==> config.mk <==
export PLATFORM = sky130hd
export DESIGN_NAME = led_chaser
export DESIGN_NICKNAME = d
export VERILOG_FILES = /design/src/rtl/led_chaser.sv
export SDC_FILE = /design/constraint.sdc
export NUM_CORES = 1
export LEC_CHECK = 0
export BUFFER_PORTS_ARGS = -buffer_cell sky130_fd_sc_hd__buf_4
export CAP_MARGIN = 10
export CORE_ASPECT_RATIO = 0.6
export CORE_UTILIZATION = 55
export CTS_BUF_LIST = sky130_fd_sc_hd__clkbuf_4
export DETAILED_ROUTE_END_ITERATION = 10
export GPL_TIMING_DRIVEN = 0
export PLACE_DENSITY_LB_ADDON = 0.25
export SLEW_MARGIN = 20
export SYNTH_ARGS = -nofsm -noshare
export SYNTH_HDL_FRONTEND = slang
export SYNTH_SLANG_ARGS = --single-unit
==> constraint.sdc <==
create_clock -name clk -period 6.4 [get_ports clk]
set_input_delay 1.28 -clock clk [delete_from_list [all_inputs] [get_ports clk]]
set_output_delay 1.28 -clock clk [all_outputs]
set_load 0.05 [all_outputs]
==> src/rtl/led_chaser.sv <==
`timescale 1ns/1ps
// -----------------------------------------------------------------------------
// led_chaser
//
// LED chaser pattern generator driven by two push-buttons. It is the top level
// that sits between the board button/switch pins and the LED bank.
//
// btn_run starts, pauses and resumes the chase. btn_mode steps through four
// patterns. Both buttons are asynchronous to clk. Each one passes through a
// 2-flop synchroniser, an optional debouncer and a rising-edge detector, which
// together produce one single-cycle pulse per press.
//
// Optional build macro: LED_CHASER_DEBOUNCE_EN
//   defined   : each synchronised button must hold a new level for DEB_CYCLES
//               consecutive cycles before the level is accepted.
//   undefined : no debounce logic. The edge detector takes the synchroniser
//               output directly, so a press acts on the 3rd clk edge.
//
// Parameters
//   LED_N      : number of LEDs (>= 2)
//   TICK_DIV   : clock cycles per pattern step at speed = 0 (>= 8)
//   DEB_CYCLES : debounce stability window in cycles (>= 1)
//
// Ports
//   clk      in   system clock
//   rst      in   asynchronous active-high reset
//   btn_run  in   raw run/pause button, active-high, asynchronous
//   btn_mode in   raw mode button, active-high, asynchronous
//   speed    in   [1:0] step period = TICK_DIV >> speed
//   led      out  [LED_N-1:0] LED drive, 1 = lit
//   running  out  high while the chaser is in RUN
//   mode     out  [1:0] pattern: 0 rotL, 1 rotR, 2 bounce, 3 fill
// -----------------------------------------------------------------------------
module led_chaser #(
   parameter int LED_N      = 8,
   parameter int TICK_DIV   = 100000000,
   parameter int DEB_CYCLES = 1000000
) (
   input  logic             clk,
   input  logic             rst,
   input  logic             btn_run,
   input  logic             btn_mode,
   input  logic [1:0]       speed,
   output logic [LED_N-1:0] led,
   output logic             running,
   output logic [1:0]       mode
);

   localparam int CNT_W = $clog2(TICK_DIV);

   localparam logic DIR_LEFT  = 1'b0;
   localparam logic DIR_RIGHT = 1'b1;

   typedef enum logic [1:0] {
      IDLE  = 2'd0,
      RUN   = 2'd1,
      PAUSE = 2'd2
   } state_t;

   // Reject parameter values the datapath cannot represent.
   if (LED_N < 2 || TICK_DIV < 8 || DEB_CYCLES < 1) begin : g_param_check
      $error("led_chaser: illegal parameter value");
   end

   // Seed pattern loaded when a mode is entered or the chase starts.
   function automatic logic [LED_N-1:0] seed_fn(input logic [1:0] m);
      logic [LED_N-1:0] s;
      s = '0;
      case (m)
         2'd0, 2'd2: s[0]       = 1'b1;
         2'd1:       s[LED_N-1] = 1'b1;
         default:    s          = '0;
      endcase
      return s;
   endfunction

   // One pattern step. Returns {next_direction, next_led}.
   function automatic logic [LED_N:0] step_fn(input logic [1:0]       m,
                                              input logic [LED_N-1:0] l,
                                              input logic             d);
      logic [LED_N-1:0] nl;
      logic             nd;
      nl = l;
      nd = d;
      case (m)
         2'd0: nl = {l[LED_N-2:0], l[LED_N-1]};
         2'd1: nl = {l[0], l[LED_N-1:1]};
         2'd2: begin
            // The direction flips on the step that lands on an end bit, so
            // each end bit stays lit for exactly one step.
            if (d == DIR_LEFT) begin
               nl = l << 1;
               if (nl[LED_N-1]) nd = DIR_RIGHT;
            end else begin
               nl = l >> 1;
               if (nl[0]) nd = DIR_LEFT;
            end
         end
         default: nl = (&l) ? '0 : {l[LED_N-2:0], 1'b1};
      endcase
      return {nd, nl};
   endfunction

   // ---------------------------------------------------------------- stage p0/p1
   // Two-flop synchronisers. Bit 0 is run, bit 1 is mode.
   logic [1:0] btn_raw;
   logic [1:0] btn_sync_p0;
   logic [1:0] btn_sync_p1;

   assign btn_raw = {btn_mode, btn_run};

   always_ff @(posedge clk or posedge rst) begin
      if (rst) begin
         btn_sync_p0 <= '0;
         btn_sync_p1 <= '0;
      end else begin
         btn_sync_p0 <= btn_raw;
         btn_sync_p1 <= btn_sync_p0;
      end
   end

   // ---------------------------------------------------------------- stage p2
   // Accepted (debounced) button level.
   logic [1:0] btn_lvl_p2;

`ifdef LED_CHASER_DEBOUNCE_EN
   localparam int               DEB_W    = $clog2(DEB_CYCLES + 1);
   localparam logic [DEB_W-1:0] DEB_LAST = DEB_W'(DEB_CYCLES - 1);

   logic [DEB_W-1:0] deb_cnt [2];

   // The counter restarts whenever the input matches the accepted level, so
   // only an unbroken run of DEB_CYCLES differing samples changes the level.
   always_ff @(posedge clk or posedge rst) begin
      if (rst) begin
         btn_lvl_p2 <= '0;
         deb_cnt[0] <= '0;
         deb_cnt[1] <= '0;
      end else begin
         for (int i = 0; i < 2; i++) begin
            if (btn_sync_p1[i] == btn_lvl_p2[i]) begin
               deb_cnt[i] <= '0;
            end else if (deb_cnt[i] == DEB_LAST) begin
               btn_lvl_p2[i] <= btn_sync_p1[i];
               deb_cnt[i]    <= '0;
            end else begin
               deb_cnt[i] <= deb_cnt[i] + DEB_W'(1);
            end
         end
      end
   end
`else
   assign btn_lvl_p2 = btn_sync_p1;
`endif

   // ---------------------------------------------------------------- stage p3
   // Rising-edge detection: one pulse per accepted press.
   logic [1:0] btn_prev_p3;
   logic       run_p;
   logic       mode_p;

   always_ff @(posedge clk or posedge rst) begin
      if (rst) begin
         btn_prev_p3 <= '0;
      end else begin
         btn_prev_p3 <= btn_lvl_p2;
      end
   end

   assign run_p  = btn_lvl_p2[0] & ~btn_prev_p3[0];
   assign mode_p = btn_lvl_p2[1] & ~btn_prev_p3[1];

   // ---------------------------------------------------------------- chaser core
   state_t           state;
   state_t           state_n;
   logic [LED_N-1:0] led_n;
   logic [CNT_W-1:0] cnt;
   logic [CNT_W-1:0] cnt_n;
   logic             dir;
   logic             dir_n;
   logic [1:0]       mode_n;
   logic [31:0]      period;
   logic [CNT_W-1:0] tick_lim;

   // A >= compare against the live limit means that a speed increase
   // mid-count steps on the next cycle and never wraps through the full range.
   assign period   = 32'(TICK_DIV) >> speed;
   assign tick_lim = CNT_W'(period - 32'd1);

   always_comb begin
      state_n = state;
      led_n   = led;
      cnt_n   = cnt;
      dir_n   = dir;
      mode_n  = mode;

      // A mode change is applied first, so a simultaneous run press from IDLE
      // starts in the new mode with its seed.
      if (mode_p) begin
         mode_n = mode + 2'd1;
         cnt_n  = '0;
         dir_n  = DIR_LEFT;
         if (state != IDLE) led_n = seed_fn(mode_n);
      end

      if (run_p) begin
         case (state)
            IDLE: begin
               state_n = RUN;
               led_n   = seed_fn(mode_n);
               cnt_n   = '0;
               dir_n   = DIR_LEFT;
            end
            RUN:     state_n = PAUSE;
            PAUSE:   state_n = RUN;
            default: state_n = IDLE;
         endcase
      end else if (!mode_p && state == RUN) begin
         if (cnt >= tick_lim) begin
            cnt_n          = '0;
            {dir_n, led_n} = step_fn(mode, led, dir);
         end else begin
            cnt_n = cnt + CNT_W'(1);
         end
      end
   end

   always_ff @(posedge clk or posedge rst) begin
      if (rst) begin
         state   <= IDLE;
         led     <= '0;
         cnt     <= '0;
         dir     <= DIR_LEFT;
         mode    <= 2'd0;
         running <= 1'b0;
      end else begin
         state   <= state_n;
         led     <= led_n;
         cnt     <= cnt_n;
         dir     <= dir_n;
         mode    <= mode_n;
         // Registered from the next state so it always equals (state == RUN).
         running <= (state_n == RUN);
      end
   end

endmodule

**Word level (Yosys, flattened, before mapping)**

Index checks and enable logic that the tools add are counted.

- Bits in registers: 47
- Input port bits: 6
- Output and inout port bits: 11
- Word-level logic and storage cells: 69

- $add $sub $neg: 3
- Order comparisons: 1
- Equal/unequal tests: 10
- Shift-type cells: 1
- Mux-type cells: 30
- Bitwise logic cells: 4
- Reduce and logical (&&, ||, !) cells: 11

Operators by type and width:

| operator | number |
|---|---|
| two-way mux 27 bit | 5 |
| two-way mux 8 bit | 8 |
| adder 27 x 1 -> 27 bit (second input constant) | 1 |
| greater-or-equal comparator 27 bit | 1 |
| right shift 27 x 2 -> 27 bit (first input constant) | 1 |
| subtractor 27 x 1 -> 27 bit (second input constant) | 1 |
| case mux 8 bit (3 select lines) | 1 |
| two-way mux 1 bit | 13 |
| == test 2 x 1 -> 1 bit (second input constant) | 5 |
| == test 2 bit (second input constant) | 4 |
| zero test 2 bit | 4 |
| AND reduction 8 bit | 1 |
| OR reduction 2 bit | 3 |
| two-way mux 2 bit | 2 |
| != test 4 x 3 -> 1 bit (second input constant) | 1 |
| case mux 2 bit (2 select lines) | 1 |
| adder 2 x 1 -> 2 bit (second input constant) | 1 |
| bitwise AND 1 bit | 2 |
| inverter 1 bit | 2 |
| nonzero test 2 bit | 1 |
| logical AND 1 bit | 1 |
| zero test 1 bit | 1 |

**Logic depth before layout (Yosys ltp)**

- Word-level depth: 9
- Depth in mapped cells: 14
- Gate-level depth less buffers: 12

**Least setup slack after synthesis**

No wires, ideal clock.

- Path kind: input -> register
- Start: input speed[1]
- End: register cnt[22]
- Setup time: 0.079 ns
- Data arrival time: 3.494 ns
- Data required time: 6.321 ns
- Path slack: 2.827 ns
- Stages on the path: 12
- Buffers on the path: 2
- Cell sequence: nor2b_4 inv_1 ha_1 ha_1 a21oi_1 a2111oi_4 o31a_4 nor3_4 buf_4 buf_6 nand4_1 mux2i_1

- Cells in the longest elaborated chain, start to end: 6

RTL lines:

| element | line | text |
|---|---|---|
| from (decl) | 43 | `input logic [1:0] speed,` |
| right shift 27 x 2 -> 27 bit | 187 | `assign period = 32'(TICK_DIV) >> speed;` |
| subtractor 27 x 1 -> 27 bit | 188 | `assign tick_lim = CNT_W'(period - 32'd1);` |
| greater-or-equal comparator 27 bit | 219 | `if (cnt >= tick_lim) begin` |
| two-way mux 27 bit | 219 |  |
| two-way mux 27 bit | 218 | `end else if (!mode_p && state == RUN) begin` |
| two-way mux 27 bit | 206 | `if (run_p) begin` |
| via cnt_n[22] | 178 | `logic [CNT_W-1:0] cnt_n;` |
| to (signal assigned) | 239 | `cnt <= cnt_n;` |
| to (decl) | 177 | `logic [CNT_W-1:0] cnt;` |

The timed path passes the listed nets, and every way through them passes these cells.
A chain may end at the register's enable or synchronous reset.

**Worst setup path in the final report**

- Start: input speed[0]
- End: register cnt[22]

The elaborated chain is that of the path after synthesis.

==> metrics.csv <==
metric,value,unit
vdd_drop_max,0.000214,V
leakage,1.58,nW
synth_top_area_share,36.4,%
start_kind,input port,
relSlewSlack,52.3,%
period_needed,3720,ps
cts_made_buffers,5,
grt_pass1_wl,13000,um
path_clk_slew,150,ps
synth-async-reset-ratio,100,%
slowest_delay,420,ps
stdcell_count,460,
post-place-cells,452,
synth_compound_area_share,19.9,%
tns,0,ps
wirelength,7750,um
synth_ff_type,dfrtp_1,
area_delta_synth_final,9.46,%
cts_root_buf,clkbuf_4,
synth_cells,354,
max_slew.worst_pin.slew,710,ps
setup_viol,0,
cts_setup_buffers,0,
synth_fa_ha_area_share,10.4,%
p_total,0.000940,W
grt_max_degree,28,
insertion_delay,400,ps
fin_util,62.8,%
synth_area_leaders,"dfrtp_1 (36%), ha_1 (10%), mux2i_1 (5.6%), nand3_1 (4.0%), a21oi_1 (3.7%)",
drive_above_1_share,11.1,%
syn-mean-instance-area,9.12,um2
netlist_area,0.00323,mm2
drt-pass1-iter-count,5,
ys_types,53,
drt-initial-drc-count,265,
die_h,61.3,um
yosys_warnings,0,
seq_area,0.00118,mm2
cts-htree-levels,2,
slew_violations,0,
pwr_density_cell,266,mW/mm2
grt_pass1_vias,2600,
critPathBufInv,4,
yosysTopAreaCell,dfrtp_1,
gp_routability_congestion,0.853,
hold_viol,0,
clkSinkCount,47,
grt_use_total,28.4,%
io_pins,17,
max-clock-path-buffers,2,
ys_seq_elements,47,
n_antenna_cell,0,
core,0.00562,mm2
synth_mux_area_share,5.58,%
rsz0062_at_grt,no,
rows,21,
final_nets,411,
dp_hpwl,5800,um
cp_data_required_time,6720,ps
routed_via_density,6.15,
yosysMostFrequentCell,dfrtp_1,
overflow,0,
dieArea,0.00619,mm2
synth-seq-area-share,36.4,%
cap_violations,0,
drc_errors,0,
synth_xor_area_share,1.59,%
arrival,4040,ps
synth_top_family_by_area,simple AND/OR/NAND/NOR gates,
worstPathCellList,buf_4 -> nor2b_4 -> inv_1 -> ha_1 -> ha_1 -> a21oi_1 -> a2111oi_4 -> o31a_4 -> nor3_4 -> buf_4 -> buf_6 -> nand4_1 -> mux2i_1,
outcome,"complete, no violations",
vias,2829,
io_buffers,16,
hold_buffers,0,
initial_utilization,57.4,%
hp-class,reg2reg,
critPathSlowestCell,o31a_4,
cts_resized,0,
wire_per_inst,16.8,um
critPathMaxFanout,10,
fmax,0.269,GHz
critical-path-top-delay-family,compound AO/OA/AOI/OAI gates,
cts_tree,built,
dieWidth,101,um
finalCritPeriodShare,58.1,%
synth-simple-area-share,20.9,%
worst_setup_path_end_kind,flip-flop,
synth_common_cells,"dfrtp_1 (47), nand2_1 (31), ha_1 (26), nand3_1 (26), inv_1 (25)",
synth_edf_count,0,
postRouteAntennaNets,0,
criticalPathCategory,in2reg,
num-fill-cells,500,
antenna_found_initial,0,
skew,23.9,ps
multiInputGateArea,0.00189,mm2
-- through the flow --
stage	hold slack [ps]	setup WS, ps	instance area, um2
after global routing	372	2570	3530
after floorplan	331	2830	3230
after detailed placement	335	2300	3470
final	366	2680	3530
after global placement	333	2360	3450
after CTS	369	2700	3530
-- layout make-up --
class,count,area share (%)
Buffer,13,1.88
Clock buffer,6,1.28
Clock inverter,2,0.461
Inverter,25,2.66
Multi-Input combinational cell,270,53.6
Sequential cell,47,33.3
Tap cell,80,2.83
Timing Repair Buffer,17,3.97
-- flip-flops by register name, summed over array words and instances (netlist names) --
| name | count |
|---|---|
| led | 8 |
| cnt | 27 |
| btn_lvl_p2 | 2 |
| dir | 1 |
| mode | 2 |
| state | 2 |
| btn_sync_p0 | 2 |
| btn_prev_p3 | 2 |
| running | 1 |
-- cells by family after synthesis --
family / after synthesis
simple gates: 128
compound gates: 89
flops: 47
buf+inv: 38
fa+ha+maj: 27
mux: 18
xor+xnor: 5
other cells: 2
-- routing by layer --
metal  vias up  global-route usage, %  part of all wire, %  routed length (um)
li1       1348                      -                    -                   -
met4         0                   9.94                  1.8                 140
met3        18                   5.90                  6.3                 486
met2        95                   39.3                   42                3270
met5         -                      0                    0                   0
met1      1368                   43.6                   50                3860
-- path summary, 6_finish.rpt --
kind                                     start             to  slack, ps  cells past startpoint
worst max-delay path                  speed[0]        cnt[22]       2680                     13
worst min-delay path            btn_sync_p0[1]  btn_lvl_p2[1]        370                      0
worst max register to register   btn_lvl_p2[0]        cnt[21]       3650                      8
worst min register to register  btn_sync_p0[1]  btn_lvl_p2[1]        370                      0
max in group asynchronous                  rst         led[5]       5000                      3
min in group asynchronous                  rst       state[0]        870                      2
-- layout by cell type, fill, tap and decap left out, drive strengths merged, types with 2 or more instances in the layout --
master | Yosys | layout
a21o | 10 | 10
a21oi | 24 | 24
a221oi | 2 | 2
a22o | 5 | 5
a22oi | 9 | 9
a31oi | 2 | 2
and3 | 7 | 7
and4 | 2 | 2
buf | 6 | 23
clkbuf | 7 | 13
conb | 2 | 3
dfrtp | 47 | 47
ha | 26 | 26
inv | 25 | 26
mux2i | 18 | 18
nand2 | 31 | 31
nand2b | 3 | 3
nand3 | 26 | 26
nand4 | 12 | 12
nor2 | 23 | 23
nor2b | 6 | 6
nor3 | 11 | 11
nor4 | 3 | 3
o211a | 4 | 4
o21a | 2 | 2
o21ai | 16 | 16
o31ai | 3 | 3
o41ai | 4 | 4
xnor2 | 4 | 4
-- report_power, final --
| group | internal, W | switching, W | total (W) | leakage (nW) |
|---|---|---|---|---|
| clock | 0.0000488 | 0.000108 | 0.000157 | 0.0323 |
| combinational | 0.000135 | 0.000277 | 0.000412 | 0.918 |
| sequential | 0.000325 | 0.0000451 | 0.000370 | 0.629 |
| total | 0.000509 | 0.000431 | 0.000940 | 1.58 |
Note: power is estimated with default switching activity, not from simulation.
